## config.mk

```make
export PLATFORM = sky130hd
export DESIGN_NAME = instr_block_unpacker
export DESIGN_NICKNAME = d
export VERILOG_FILES = /design/src/rtl/nebula_blk_pkg.sv /design/src/rtl/instr_block_unpacker_blk_fifo.sv /design/src/rtl/instr_block_unpacker.sv
export SDC_FILE = /design/constraint.sdc
export NUM_CORES = 1
export LEC_CHECK = 0
export ABC_CLOCK_PERIOD_IN_PS = 15810
export CAP_MARGIN = 10
export CORE_AREA = 4 4 213 111
export DETAILED_ROUTE_END_ITERATION = 10
export DIE_AREA = 0 0 217 115
export GPL_TIMING_DRIVEN = 0
export PLACE_DENSITY = 0.74
export SYNTH_ARGS = -nofsm -noshare
export SYNTH_HDL_FRONTEND = slang
export SYNTH_HIERARCHICAL = 1
export SYNTH_SLANG_ARGS = --single-unit
```

## constraint.sdc

```tcl
create_clock -name clk -period 15.81 [get_ports clk]
set_input_delay 4.743 -clock clk [delete_from_list [all_inputs] [get_ports clk]]
set_output_delay 4.743 -clock clk [all_outputs]
set_load 0.005 [all_outputs]
```

## src/rtl/nebula_blk_pkg.sv

```systemverilog
// Shared constants, slot index type and sequencer states for the instruction block unpacker.
// Slot 0 of a block occupies the most significant instruction word.
package nebula_blk_pkg;

    localparam int BLK_W   = 128;
    localparam int INSTR_W = 32;
    localparam int SLOTS   = 4;

    localparam logic [INSTR_W-1:0] NOP_INSTR = 32'h0000_0013;

    typedef logic [1:0] slot_idx_t;

    typedef enum logic {
        IDLE  = 1'b0,
        ISSUE = 1'b1
    } seq_state_t;

    function automatic logic [INSTR_W-1:0] slot_word(input logic [BLK_W-1:0] blk,
                                                     input slot_idx_t        idx);
        int base;
        base = (SLOTS - 1 - int'(idx)) * INSTR_W;
        return blk[base +: INSTR_W];
    endfunction

endpackage

```

## src/rtl/instr_block_unpacker_blk_fifo.sv

```systemverilog
// blk_fifo: power-of-two entry FIFO with wrap-bit pointers and a synchronous flush.
// No bypass path: a push while full is dropped even when a pop happens in the same cycle.
module blk_fifo #(
    parameter int WIDTH = 135,
    parameter int DEPTH = 2
) (
    input  logic                     clk,
    input  logic                     reset_n,
    input  logic                     flush,
    input  logic                     push,
    input  logic [WIDTH-1:0]         wdata,
    input  logic                     pop,
    output logic [WIDTH-1:0]         rdata,
    output logic                     full,
    output logic                     empty,
    output logic [$clog2(DEPTH):0]   count
);

    localparam int AW = $clog2(DEPTH);
    localparam logic [AW:0] PTR_ONE = {{AW{1'b0}}, 1'b1};

    logic [AW:0]      wr_ptr_q;
    logic [AW:0]      rd_ptr_q;
    logic [WIDTH-1:0] mem [DEPTH];
    logic             push_ok;
    logic             pop_ok;

    assign empty   = (wr_ptr_q == rd_ptr_q);
    assign full    = (wr_ptr_q[AW] != rd_ptr_q[AW]) &&
                     (wr_ptr_q[AW-1:0] == rd_ptr_q[AW-1:0]);
    assign count   = wr_ptr_q - rd_ptr_q;
    assign push_ok = push && !full && !flush;
    assign pop_ok  = pop && !empty && !flush;
    assign rdata   = mem[rd_ptr_q[AW-1:0]];

    // NOTE: sequential state uses non-blocking assignments so every flop samples pre-edge values.
    always_ff @(posedge clk or posedge reset_n) begin
        if (reset_n) begin
            wr_ptr_q <= '0;
            rd_ptr_q <= '0;
        end else if (flush) begin
            wr_ptr_q <= '0;
            rd_ptr_q <= '0;
        end else begin
            if (push_ok) wr_ptr_q <= wr_ptr_q + PTR_ONE;
            if (pop_ok)  rd_ptr_q <= rd_ptr_q + PTR_ONE;
        end
    end

    // NOTE: storage is not reset; the pointers alone decide which entries hold valid data.
    always_ff @(posedge clk) begin
        if (push_ok) mem[wr_ptr_q[AW-1:0]] <= wdata;
    end

endmodule

```

## src/rtl/instr_block_unpacker.sv

```systemverilog
// Unpacks 128-bit instruction blocks into a stream of 32-bit instructions with id/slot/last tags.
// Define INSTR_BLOCK_SKIP_NOP_EN to drop NOP slots at no cycle cost.
module instr_block_unpacker
    import nebula_blk_pkg::*;
#(
    parameter int ID_W  = 7,
    parameter int DEPTH = 2
) (
    input  logic               clk,
    input  logic               reset_n,
    input  logic               blk_valid_i,
    output logic               blk_ready_o,
    input  logic [BLK_W-1:0]   blk_data_i,
    input  logic [ID_W-1:0]    blk_id_i,
    input  logic               flush_i,
    output logic               ins_valid_o,
    input  logic               ins_ready_i,
    output logic [INSTR_W-1:0] ins_data_o,
    output logic [ID_W-1:0]    ins_id_o,
    output logic [1:0]         ins_slot_o,
    output logic               ins_last_o,
    output logic               busy_o
);

    localparam int ENTRY_W = BLK_W + ID_W;
    localparam int CNT_W   = $clog2(DEPTH) + 1;

    logic [ENTRY_W-1:0] head;
    logic [BLK_W-1:0]   head_blk;
    logic [ID_W-1:0]    head_id;
    logic               fifo_full;
    logic               fifo_empty;
    logic [CNT_W-1:0]   fifo_count;

    logic               ready_en_q;
    seq_state_t         state_q, state_d;
    slot_idx_t          ptr_q, ptr_d;

    logic               push;
    logic               pop;
    logic               ins_fire;
    logic               cur_found;
    logic               cur_last;
    slot_idx_t          cur_slot;

    blk_fifo #(
        .WIDTH (ENTRY_W),
        .DEPTH (DEPTH)
    ) u_fifo (
        .clk     (clk),
        .reset_n (reset_n),
        .flush   (flush_i),
        .push    (push),
        .wdata   ({blk_data_i, blk_id_i}),
        .pop     (pop),
        .rdata   (head),
        .full    (fifo_full),
        .empty   (fifo_empty),
        .count   (fifo_count)
    );

    assign head_blk = head[ENTRY_W-1 -: BLK_W];
    assign head_id  = head[ID_W-1:0];

    // Ready is held low through reset and rises on the first edge after release.
    always_ff @(posedge clk or posedge reset_n) begin
        if (reset_n) ready_en_q <= 1'b0;
        else         ready_en_q <= 1'b1;
    end

    assign blk_ready_o = ready_en_q && !fifo_full && !flush_i;
    assign push        = blk_valid_i && blk_ready_o;
    assign busy_o      = !fifo_empty;

    // NOTE: every always_comb output gets a default first so no path can infer a latch.
    always_comb begin
        cur_found = 1'b0;
        cur_slot  = ptr_q;
        cur_last  = 1'b1;
`ifdef INSTR_BLOCK_SKIP_NOP_EN
        // Scan high to low: the lowest live slot wins, and any earlier hit means it is not last.
        for (int s = SLOTS - 1; s >= 0; s--) begin
            if (slot_idx_t'(s) >= ptr_q && slot_word(head_blk, slot_idx_t'(s)) != NOP_INSTR) begin
                if (cur_found) cur_last = 1'b0;
                cur_found = 1'b1;
                cur_slot  = slot_idx_t'(s);
            end
        end
`else
        cur_found = 1'b1;
        cur_last  = (ptr_q == slot_idx_t'(SLOTS - 1));
`endif
    end

    assign ins_valid_o = (state_q == ISSUE) && cur_found;
    assign ins_fire    = ins_valid_o && ins_ready_i;
    // A head with nothing left to emit (all-NOP block) retires without a handshake.
    assign pop         = (state_q == ISSUE) && !flush_i &&
                         ((ins_fire && cur_last) || !cur_found);

    assign ins_data_o  = ins_valid_o ? slot_word(head_blk, cur_slot) : '0;
    assign ins_id_o    = ins_valid_o ? head_id : '0;
    assign ins_slot_o  = ins_valid_o ? cur_slot : '0;
    assign ins_last_o  = ins_valid_o && cur_last;

    always_comb begin
        state_d = state_q;
        ptr_d   = ptr_q;
        if (flush_i) begin
            state_d = IDLE;
            ptr_d   = '0;
        end else begin
            if (pop) begin
                ptr_d = '0;
            end else if (ins_fire) begin
                ptr_d = cur_slot + slot_idx_t'(1);
            end
            case (state_q)
                IDLE:  if (push) state_d = ISSUE;
                ISSUE: if (pop && !push && fifo_count == CNT_W'(1)) state_d = IDLE;
                default: state_d = IDLE;
            endcase
        end
    end

    always_ff @(posedge clk or posedge reset_n) begin
        if (reset_n) begin
            state_q <= IDLE;
            ptr_q   <= '0;
        end else begin
            state_q <= state_d;
            ptr_q   <= ptr_d;
        end
    end

endmodule

```

==> impl_metrics.yaml <==
outcome:
  outcome: "finished clean"
setup_path:
  crit_top_cell: "clkdlybuf4s50_1"
  slowest_delay_ns: 0.57
  r2r_start: "u_fifo/wr_ptr_q[0]$_DFFE_PP0P_"
  setup.worst_path.end_class: "output port"
  cp_max_fo: 6
  ff2ff_path_depth: 13
  reg2reg_to: "u_fifo/mem[1][16]$_DFFE_PP_"
  required_ns: 11.07
  cpMaxStageDelayCell: "clkdlybuf4s50_1"
  cp-startpoint: "flush_i"
  worstPathArrival_ns: 6.09
  crit_chain: "clkdlybuf4s50_1 > nor3b_1 > clkdlybuf4s50_1"
  crit_path_start_kind: "input pin"
  crit_family: "buffers and inverters"
  path_class: "input pin to output port"
  crit_buf_inv: 2
  rrSetupSlack_ns: 11.49
synthesis:
  synth-simple-area-share: 0.0200
  postSynthAreaPerCell_um2: 19.0
  synth.cell_area_um2: 11400
  postSynthCellCount: 600
  synth-adder-area-share: 0.00220
  synth_top_flop_cell: "edfxtp_1"
  ys_top_cells_by_area: "edfxtp_1, mux2_2, mux2i_1, dfrtp_1, o22ai_1"
  async_flop_share: 0.0288
  synth-edff-count: 270
  netlist_top_cells_count: "edfxtp_1, mux2_2, mux2i_1"
  synth_compound_area_frac: 0.0252
  yosysUniqueCellTypes: 42
  synth_top_area_frac: 0.713
  synth_xor_area_frac: 0.00220
  synth.most_common_cell: "edfxtp_1"
  syn_nets: 742
  muxShareOfSynthArea: 0.191
  ys_warn_count: 6
  synth-seq-cells: 278
  synth_top_family_by_area: "multiplexers"
  ys_seq_area_frac: 0.730
  yosysTopAreaCell: "edfxtp_1"
floorplanning:
  core_um2: 21600
  die_w_um: 217
  rows: 38
  fp.dieH_um: 115
  io_pins: 185
  initial_utilization: 0.527
  die_area_um2: 25000
clock_network:
  cts_hold_buf: 0
  post_cts_buffers: 0
  clkSinkCount: 278
  htree_levels: 1
  insertion_delay_ns: 0.53
  clkSlewWorstSetupHoldPaths_ns: 0.06
  cts_tree: "done"
  cts_max_path_buffers: 3
  clock-root-buffer: "clkbuf_16"
  cts_buffers: 25
  cts_resized: 0
sta:
  finalHoldViolations: 0
  slew-limit-headroom: 0.377
  worstMarginPinSlew_ns: 0.922
  clock_skew_ns: 0.0111
  setup_viol: 0
  fin_crit_ns: 10.83
  period_share: 0.685
  rsz0062_at_grt: "no"
  maxSlewViolCount: 0
  fmax_ghz: 0.0923
power:
  irDropWorstVdd_mv: 0.0633
  p_clk_frac: 0.388
  p_switching_uw: 291
  p_comb_frac: 0.059
  p_leak_uw: 0.00475
  internal_power_uw: 1190
  switching_share: 0.196
  seq_power_share: 0.553
  total_power_uw: 1480
  power_density_nw_per_um2: 101
global_route:
  antenna_found_initial: 1
  grt_usage: 0.201
  grt.busiest_layer: "met2"
  grt_util_met2: 0.357
  grt_max_degree: 16
  use_met3: 0.0372
  gr-usage-met1: 0.261
  grt_overflow: 0
  grt_pass1_wl_um: 38400
  first_global_vias: 6914
drt:
  drtPass1Iterations: 4
  via_count: 6229
  drt-total-wl_um: 25100
  routedWlPerCell_um: 21.8
  dr.first_iter.drc_count: 369
  drtAntennaViolNets: 0
  avgViaCountPerCell: 5.40
  route.detailed.drc: 0
placed_design:
  dp_cells: 1110
  port_buffers: 184
  dpl-instance-area_um2: 13900
  dpl.hpwl_um: 17500
  place.gp.congestion: 0.786
worst_hold_path:
  hp-class: "flop to flop"
  hp-start: "u_fifo/wr_ptr_q[1]$_DFFE_PP0P_"
  min_to: "u_fifo/wr_ptr_q[1]$_DFFE_PP0P_"
  hold-path-cell-count: 2
final_layout:
  fin_cells: 1153
  n_fill_cell: 1512
  finalNetCount: 979
  layout-drive-gt1-share: 0.261
  syn_to_final_growth_pct: 29.1
  final_area_um2: 14700
flow_run:
  cap_violations: 0
worst min-delay path, delay by kind of cell (launching register included):
| family | cells | cell delay, ns |
|---|---|---|
| compound gates | 2 | 0.16 |
| flops | 1 | 0.43 |
metal layers:
metal	part of all wire	wire length [um]
met1	0.42	10500
met2	0.51	12900
met3	0.049	1240
met4	0.018	450
met5	0	0
power groups by stage:
stage                     Combinational (uW)  Sequential, uW  Clock, uW
after floorplan                         23.9             839          0
after global placement                  82.4             840          0
after detailed placement                87.8             837          0
after CTS                               88.7             821        591
after global routing                    93.7             821        623
final                                   87.6             821        576
area by class of cell:
| type | count | area, um^2 | area share |
|---|---|---|---|
| tap | 300 | 375 | 0.0256 |
| clock buffer | 29 | 641 | 0.0436 |
| antenna | 1 | 2.50 | 0.000170 |
| sequential | 278 | 8310 | 0.566 |
| timing repair buffer | 210 | 2160 | 0.147 |
| clock inverter | 13 | 115 | 0.00784 |
| buffer | 31 | 302 | 0.0205 |
| multi-input combinational | 284 | 2750 | 0.187 |
| inverter | 7 | 26.3 | 0.00179 |
worst max path at each step:
| stage | depth (start not counted) | end | slack [ns] |
|---|---|---|---|
| 5_1_grt | 3 | blk_ready_o | 4.97 |
| 6_report | 3 | blk_ready_o | 4.98 |
| 3_3_place_gp | 4 | u_fifo/mem[1][17]$_DFFE_PP_ | -5.88 |
| 4_1_cts | 3 | blk_ready_o | 4.98 |
| 2_1_floorplan | 3 | u_fifo/mem[1][0]$_DFFE_PP_ | 0.35 |
| 3_5_place_dp | 3 | blk_ready_o | 4.99 |
logic make-up after synthesis:
logic type,after synthesis
xor gates and xnor gates,2
DFF,278
AOI/OAI and AO/OA,44
and+or+nand+nor,35
buffers and inverters,38
muxes,200
other,1
adders and majority gates,2
flip-flops by register name, summed over array words and instances, names as in the netlist:
name / flops
u_fifo/rd_ptr_q: 2
cur_slot: 2
ready_en_q: 1
ins_valid_o: 1
u_fifo/mem: 270
u_fifo/wr_ptr_q: 2
metrics by stage:
| stage | setup TNS (ns) | hold WS [ns] | util | setup slack, ns |
|---|---|---|---|---|
| 2_1_floorplan | 0 | 0.583 | - | 0.352 |
| 3_3_place_gp | -1131.74 | 0.596 | 0.630 | -5.88 |
| 3_5_place_dp | 0 | 0.625 | 0.645 | 4.99 |
| 4_1_cts | 0 | 0.633 | 0.680 | 4.98 |
| 5_1_grt | 0 | 0.661 | 0.680 | 4.97 |
| 6_report | 0 | 0.630 | 0.680 | 4.98 |
placed cells by master, fill, tap and decap left out, types with 3 or more instances in the layout:
master / count
edfxtp_1: 270
clkdlybuf4s50_1: 184
mux2_2: 135
mux2i_1: 65
o22ai_1: 32
buf_6: 29
clkbuf_16: 25
clkbuf_1: 11
and2_1: 10
dfrtp_1: 8
buf_8: 8
inv_1: 6
clkinv_1: 6
buf_12: 5
nand2_1: 4
nand3_1: 3
a21oi_1: 3
nor3b_1: 3
clkinv_2: 3
buf_4: 3
Power figures use the tool's default switching activity.
